[src/rtl/fmap_stream_reader.sv]
// Raster-order reader for a stored 6-channel feature map: streams SRAM words into the
// 6-channel conv stage and flags which conv outputs are real (non-wrapping) windows.
module fmap_stream_reader #(
  parameter int BIT_WIDTH  = 8,
  parameter int MAP_SIZE   = 14,
  parameter int KERNEL     = 5,
  parameter int ADDR_WIDTH = 8
) (
  input  logic                   clk,
  input  logic                   rst,
  input  logic                   start,
  input  logic                   hold,
  output logic                   mem_rd,
  output logic [ADDR_WIDTH-1:0]  mem_addr,
  input  logic [6*BIT_WIDTH-1:0] mem_data,
  output logic                   conv_en,
  output logic                   conv_clr,
  output logic [BIT_WIDTH-1:0]   next0,
  output logic [BIT_WIDTH-1:0]   next1,
  output logic [BIT_WIDTH-1:0]   next2,
  output logic [BIT_WIDTH-1:0]   next3,
  output logic [BIT_WIDTH-1:0]   next4,
  output logic [BIT_WIDTH-1:0]   next5,
  output logic                   out_valid,
  output logic [7:0]             out_row,
  output logic [7:0]             out_col,
  output logic                   busy,
  output logic                   done
);

  localparam int unsigned             NPIX      = MAP_SIZE * MAP_SIZE;
  localparam logic [ADDR_WIDTH-1:0]   LAST_ADDR = ADDR_WIDTH'(NPIX - 1);
  localparam logic [7:0]              MAP_LAST  = 8'(MAP_SIZE - 1);
  localparam logic [7:0]              K_LAST    = 8'(KERNEL - 1);

  typedef enum logic [2:0] {
    S_IDLE   = 3'd0,
    S_CLEAR  = 3'd1,
    S_STREAM = 3'd2,
    S_DRAIN  = 3'd3,
    S_DONE   = 3'd4
  } state_t;

  state_t                   state_q;
  logic [ADDR_WIDTH-1:0]    rd_addr_q;
  logic                     inflight_q;
  logic                     dat_v_q, skid_v_q;
  logic [6*BIT_WIDTH-1:0]   dat_q, skid_q;
  logic                     dat_v_d, skid_v_d;
  logic [6*BIT_WIDTH-1:0]   dat_d, skid_d;
  logic [7:0]               prow_q, pcol_q;
  logic                     last_push_q;
  logic                     conv_clr_q, out_valid_q, busy_q, done_q;
  logic [7:0]               out_row_q, out_col_q;
  logic                     push_s, rd_s;
  logic [1:0]               stored_s;

  // Push/read decisions and the two-entry (data + skid) queue update
  always_comb begin
    push_s   = dat_v_q & ~hold;
    stored_s = 2'({1'b0, dat_v_q} + {1'b0, skid_v_q} + {1'b0, inflight_q} - {1'b0, push_s});
    rd_s     = (state_q == S_STREAM) & ~hold & (stored_s <= 2'd1);
    dat_v_d  = dat_v_q;
    dat_d    = dat_q;
    skid_v_d = skid_v_q;
    skid_d   = skid_q;
    if (push_s) begin
      dat_v_d  = skid_v_q;
      dat_d    = skid_q;
      skid_v_d = 1'b0;
    end else begin
      dat_v_d  = dat_v_q;
    end
    // A returning word fills the oldest free slot so pushes stay in raster order
    if (inflight_q) begin
      if (!dat_v_d) begin
        dat_v_d = 1'b1;
        dat_d   = mem_data;
      end else begin
        skid_v_d = 1'b1;
        skid_d   = mem_data;
      end
    end else begin
      skid_v_d = skid_v_d;
    end
  end

  // Sequencer, read/push counters, window flagging and registered status outputs
  always_ff @(posedge clk or negedge rst) begin
    if (!rst) begin
      state_q     <= S_IDLE;
      rd_addr_q   <= '0;
      inflight_q  <= 1'b0;
      dat_v_q     <= 1'b0;
      skid_v_q    <= 1'b0;
      dat_q       <= '0;
      skid_q      <= '0;
      prow_q      <= 8'd0;
      pcol_q      <= 8'd0;
      last_push_q <= 1'b0;
      conv_clr_q  <= 1'b0;
      out_valid_q <= 1'b0;
      out_row_q   <= 8'd0;
      out_col_q   <= 8'd0;
      busy_q      <= 1'b0;
      done_q      <= 1'b0;
    end else begin
      dat_v_q    <= dat_v_d;
      dat_q      <= dat_d;
      skid_v_q   <= skid_v_d;
      skid_q     <= skid_d;
      inflight_q <= rd_s;
      if (rd_s && (rd_addr_q != LAST_ADDR)) begin
        rd_addr_q <= rd_addr_q + ADDR_WIDTH'(1);
      end
      if (push_s) begin
        out_valid_q <= (prow_q >= K_LAST) && (pcol_q >= K_LAST);
        if ((prow_q >= K_LAST) && (pcol_q >= K_LAST)) begin
          out_row_q <= prow_q - K_LAST;
          out_col_q <= pcol_q - K_LAST;
        end
        last_push_q <= (prow_q == MAP_LAST) && (pcol_q == MAP_LAST);
        if (pcol_q == MAP_LAST) begin
          pcol_q <= 8'd0;
          prow_q <= prow_q + 8'd1;
        end else begin
          pcol_q <= pcol_q + 8'd1;
        end
      end else begin
        out_valid_q <= 1'b0;
      end
      case (state_q)
        S_IDLE: begin
          conv_clr_q <= 1'b0;
          done_q     <= 1'b0;
          if (start) begin
            state_q     <= S_CLEAR;
            conv_clr_q  <= 1'b1;
            busy_q      <= 1'b1;
            rd_addr_q   <= '0;
            prow_q      <= 8'd0;
            pcol_q      <= 8'd0;
            last_push_q <= 1'b0;
          end
        end
        S_CLEAR: begin
          state_q     <= S_STREAM;
          conv_clr_q  <= 1'b0;
          rd_addr_q   <= '0;
          prow_q      <= 8'd0;
          pcol_q      <= 8'd0;
          last_push_q <= 1'b0;
        end
        S_STREAM: begin
          if (rd_s && (rd_addr_q == LAST_ADDR)) begin
            state_q <= S_DRAIN;
          end
        end
        S_DRAIN: begin
          if (last_push_q) begin
            state_q <= S_DONE;
            done_q  <= 1'b1;
            busy_q  <= 1'b0;
          end
        end
        S_DONE: begin
          state_q <= S_IDLE;
          done_q  <= 1'b0;
        end
        default: begin
          state_q    <= S_IDLE;
          done_q     <= 1'b0;
          busy_q     <= 1'b0;
          conv_clr_q <= 1'b0;
        end
      endcase
    end
  end

  assign mem_rd    = rd_s;
  assign mem_addr  = rd_addr_q;
  assign conv_en   = push_s;
  assign conv_clr  = conv_clr_q;
  assign next0     = dat_q[0*BIT_WIDTH +: BIT_WIDTH];
  assign next1     = dat_q[1*BIT_WIDTH +: BIT_WIDTH];
  assign next2     = dat_q[2*BIT_WIDTH +: BIT_WIDTH];
  assign next3     = dat_q[3*BIT_WIDTH +: BIT_WIDTH];
  assign next4     = dat_q[4*BIT_WIDTH +: BIT_WIDTH];
  assign next5     = dat_q[5*BIT_WIDTH +: BIT_WIDTH];
  assign out_valid = out_valid_q;
  assign out_row   = out_row_q;
  assign out_col   = out_col_q;
  assign busy      = busy_q;
  assign done      = done_q;

endmodule

[config.mk]
export PLATFORM = sky130hd
export DESIGN_NAME = fmap_stream_reader
export DESIGN_NICKNAME = d
export VERILOG_FILES = /design/src/rtl/fmap_stream_reader.sv
export SDC_FILE = /design/constraint.sdc
export NUM_CORES = 1
export LEC_CHECK = 0
export CAP_MARGIN = 20
export CELL_PAD_IN_SITES_DETAIL_PLACEMENT = 1
export CELL_PAD_IN_SITES_GLOBAL_PLACEMENT = 1
export CORE_UTILIZATION = 30
export DETAILED_ROUTE_END_ITERATION = 12
export PLACE_DENSITY_LB_ADDON = 0.25
export SLEW_MARGIN = 5
export SYNTH_ARGS = -nofsm -noshare
export SYNTH_HDL_FRONTEND = slang
export SYNTH_SLANG_ARGS = --single-unit
[constraint.sdc]
create_clock -name clk -period 7.1 [get_ports clk]
set_input_delay 0.71 -clock clk [delete_from_list [all_inputs] [get_ports clk]]
set_output_delay 0.71 -clock clk [all_outputs]
set_load 0.05 [all_outputs]
==> flow_results.xml <==
<?xml version="1.0" encoding="UTF-8"?>
<metrics>
  <group name="run_status">
    <metric name="run_status" unit="">finished, final reports clean</metric>
  </group>
  <group name="synth">
    <metric name="synth_cell_types" unit="">37</metric>
    <metric name="post_synth_top_area_share" unit="%">56.2</metric>
    <metric name="synthesis.instances" unit="">566</metric>
    <metric name="post_synth_instance_area" unit="um^2">6540</metric>
    <metric name="synthFlopType" unit="">dfrtp_1</metric>
    <metric name="synth_top_cell_by_area" unit="">dfrtp_1</metric>
    <metric name="netlist_top_cells_area" unit="">dfrtp_1, mux2_2, mux2i_1, nand2_1, o21ai_0</metric>
    <metric name="post_synth.cell_area_avg" unit="um^2">11.6</metric>
    <metric name="synth.top_cells.by_count" unit="">dfrtp_1, nand2_1, mux2_2, o21ai_0, mux2i_1</metric>
    <metric name="synthMostInstantiatedCell" unit="">dfrtp_1</metric>
    <metric name="warnings_from_yosys" unit="">0</metric>
    <metric name="postSynth.asyncResetShare" unit="%">100</metric>
    <metric name="synth_enable_flop_cells" unit="">0</metric>
    <metric name="syn_nets" unit="">632</metric>
    <metric name="seq_area_frac_synth" unit="%">56.2</metric>
    <metric name="synth-seq-cells" unit="">147</metric>
  </group>
  <group name="run">
    <metric name="max-cap-violations" unit="">0</metric>
  </group>
  <group name="cts">
    <metric name="clk_pin_slew" unit="ps">60</metric>
    <metric name="clockBufferDepth" unit="">2</metric>
    <metric name="worstSkewPairLatency" unit="ps">420</metric>
    <metric name="cts_root_buf" unit="">clkbuf_16</metric>
    <metric name="clock_sink_count" unit="">147</metric>
    <metric name="cts_inserted_buffers" unit="">17</metric>
    <metric name="ctsHtreeMaxLevel" unit="">4</metric>
    <metric name="cts_resized" unit="">0</metric>
    <metric name="post_cts_hold_buffer_count" unit="">0</metric>
    <metric name="cts_tree" unit="">yes</metric>
    <metric name="post_cts_buffers" unit="">0</metric>
  </group>
  <group name="setup_path">
    <metric name="worst_path_largest_cell_delay" unit="ps">810</metric>
    <metric name="timing.critical_path.slowest_stage_cell" unit="">clkdlybuf4s50_1</metric>
    <metric name="worstSetupPathType" unit="">input pin to output pin</metric>
    <metric name="worst_ep_arrival_time" unit="ps">3560</metric>
    <metric name="worst-path-max-fanout" unit="">7</metric>
    <metric name="critical-path-top-cell-by-count" unit="">clkdlybuf4s50_1</metric>
    <metric name="crit_required" unit="ps">6390</metric>
    <metric name="cp_cell_sequence" unit="">clkdlybuf4s50_1 &gt; and2_1 &gt; ha_1 &gt; or4b_4 &gt; or3_1 &gt; inv_1 &gt; clkdlybuf4s50_1</metric>
    <metric name="crit_path_start_kind" unit="">input pin</metric>
    <metric name="setup_crit_end_kind" unit="">output pin</metric>
  </group>
  <group name="grt">
    <metric name="grt_pass1_vias" unit="">5195</metric>
    <metric name="grt_overflow" unit="">0</metric>
    <metric name="grt_pass1_wl" unit="um">27000</metric>
    <metric name="number_of_antenna_violations_at_the_first_check_in_global_routing" unit="">0</metric>
    <metric name="grt.total_usage" unit="%">15.4</metric>
    <metric name="pin_count_of_the_biggest_net_entering_global_routing" unit="">97</metric>
  </group>
  <group name="drt">
    <metric name="wl_met3" unit="um">1060</metric>
    <metric name="wirelength_met1" unit="um">6730</metric>
    <metric name="met2_length" unit="um">7900</metric>
    <metric name="finalWirelength" unit="um">15900</metric>
    <metric name="remaining_antenna_violation_count" unit="">0</metric>
    <metric name="vias_per_cell" unit="">4.82</metric>
    <metric name="detail_route.iter0.violations" unit="">211</metric>
    <metric name="route.vias.total" unit="">4692</metric>
    <metric name="routed.top_layer" unit="">met4</metric>
    <metric name="drt-pass1-iter-count" unit="">7</metric>
    <metric name="residual_drc" unit="">0</metric>
    <metric name="wl_per_cell" unit="um">16.3</metric>
  </group>
  <group name="cells_and_area">
    <metric name="finish.net_count" unit="">752</metric>
    <metric name="post-route-util" unit="%">41.0</metric>
    <metric name="areaGrowthSynthToFinish" unit="%">33.1</metric>
    <metric name="filler_cell_count" unit="">2267</metric>
    <metric name="num_antenna_cells" unit="">0</metric>
    <metric name="final_layout_size_suffix_gt1_share" unit="%">15.0</metric>
    <metric name="filler_free_cell_count_of_the_finished_design" unit="">974</metric>
  </group>
  <group name="sta">
    <metric name="setup-violations-final" unit="">0</metric>
    <metric name="maximum_clock_rate" unit="GHz">0.234</metric>
    <metric name="slew_headroom" unit="%">30.9</metric>
    <metric name="final_slew_violations" unit="">0</metric>
    <metric name="setup_tns" unit="ps">0</metric>
    <metric name="worst_slew_pin_slew" unit="ps">1040</metric>
    <metric name="final_skew" unit="ps">9.12</metric>
    <metric name="final_hold_viol_count" unit="">0</metric>
    <metric name="timing.hold.ws" unit="ps">280</metric>
    <metric name="rsz_0062_raised_after_global_routing" unit="">no</metric>
    <metric name="final_period_minus_worst_setup_slack" unit="ps">4270</metric>
    <metric name="layout_worst_path_cycle_share" unit="%">60.2</metric>
  </group>
  <group name="pwr">
    <metric name="net-switching-power" unit="mW">1.76</metric>
    <metric name="sequentialPowerShare" unit="%">33.8</metric>
    <metric name="power.share.switching" unit="%">41.6</metric>
    <metric name="power_leakage" unit="nW">3.93</metric>
    <metric name="fin_total_pwr" unit="mW">4.22</metric>
    <metric name="p_per_area" unit="nW/um^2">485</metric>
    <metric name="p_int" unit="mW">2.47</metric>
    <metric name="worst_ir_drop_vdd" unit="uV">207</metric>
    <metric name="power.combinational.fraction" unit="%">44.8</metric>
    <metric name="power_frac_clock" unit="%">21.4</metric>
  </group>
  <group name="floorplan">
    <metric name="design.die.area" unit="um^2">22400</metric>
    <metric name="start_util" unit="%">30.8</metric>
    <metric name="floorplan.die.height" unit="um">150</metric>
    <metric name="pin_count" unit="">130</metric>
    <metric name="row_cnt" unit="">53</metric>
    <metric name="dieWidth" unit="um">150</metric>
    <metric name="coreArea" unit="um^2">21200</metric>
  </group>
  <group name="placement">
    <metric name="placed_cells" unit="">941</metric>
    <metric name="post-dp-hpwl" unit="um">10700</metric>
    <metric name="port_buffers" unit="">129</metric>
    <metric name="rd_place_congestion" unit="">0.749</metric>
  </group>
  <group name="worst_hold_path">
    <metric name="hold_path.class" unit="">input pin to asynchronous set/reset pin</metric>
  </group>
</metrics>
[final timing paths]
kind / cells after the start / slack, ps / to / start
setup / recovery: 7 / 2830 / mem_rd / hold
hold / removal: 1 / 280 / dat_q[42]$_DFF_PN0_ / rst
setup reg to reg: 6 / 4510 / mem_addr[2]$_DFF_PN0_ / dat_v_q$_DFF_PN0_
hold reg to reg: 1 / 500 / out_row[6]$_DFFE_PN0P_ / out_row[6]$_DFFE_PN0P_
max in group asynchronous: 3 / 5570 / inflight_q$_DFF_PN0_ / rst
min in group clk: 1 / 500 / out_row[6]$_DFFE_PN0P_ / out_row[6]$_DFFE_PN0P_
[kinds of logic after synthesis]
kind of cell	share of synthesized area (%)
flops	56.2
simple gates	10.2
mux	18.5
compound gates	6.92
buf+inv	2.87
xor+xnor	2.68
fa+ha+maj	2.68
[worst max-delay path: cells and delay by family]
kind / cells / cell delay [ps]
simple gates: 3 / 1240
fa+ha+maj: 1 / 170
buf+inv: 3 / 1450
[layout by cell type (no fill, tap or decap), drive strengths merged, types with 5 or more instances in the layout]
master         instances
dfrtp                147
clkdlybuf4s50        128
nand2                 74
mux2                  62
o21ai                 55
mux2i                 51
nor2                  23
clkbuf                21
inv                   18
xnor2                 14
ha                    14
a21oi                  9
nor4                   7
o211ai                 6
nand4                  6
or4                    6
xor2                   6
buf                    6
o31ai                  5
nand3                  5
or3                    5
[metrics by stage]
step                area, um^2  setup slack (ps)
floorplan                 6540              4020
global placement          8090              2810
detailed placement        8090              2810
CTS                       8690              2790
global route              8710              2660
finish                    8710              2830
[state kept, by name, indices dropped and copies added, names as in the netlist]
signal,flops
dat_v_q,1
out_valid,1
done,1
pcol_q,8
skid_v_q,1
state_q,3
conv_clr,1
mem_addr,8
dat_q,48
busy,1
last_push_q,1
out_row,8
skid_q,48
prow_q,8
inflight_q,1
out_col,8
[power groups by stage]
| stage | sequential (mW) | combinational, mW | clock (mW) |
|---|---|---|---|
| finish | 1.43 | 1.89 | 0.904 |
| global route | 1.48 | 2.04 | 0.967 |
| CTS | 1.44 | 1.92 | 0.932 |
| detailed placement | 1.45 | 1.91 | 0 |
| global placement | 1.42 | 1.86 | 0 |
| floorplan | 2.01 | 0.679 | 0 |
[metal layers]
layer  global-route usage (%)  vias to the layer above
met4                     4.55                        0
met5                        0                        -
li1                         -                     2204
met2                     25.6                      107
met1                     18.7                     2366
met3                     5.67                       15
[cell type report]
cell class	instances	area [um^2]	share of cell area, %
clock buffer	21	470	5.40
multi-input combinational	370	2690	30.8
inverter	16	60.1	0.690
sequential	147	3680	42.2
timing repair buffer	134	1340	15.4
tap	275	344	3.95
clock inverter	11	126	1.45
Power figures use the tool's default switching activity.
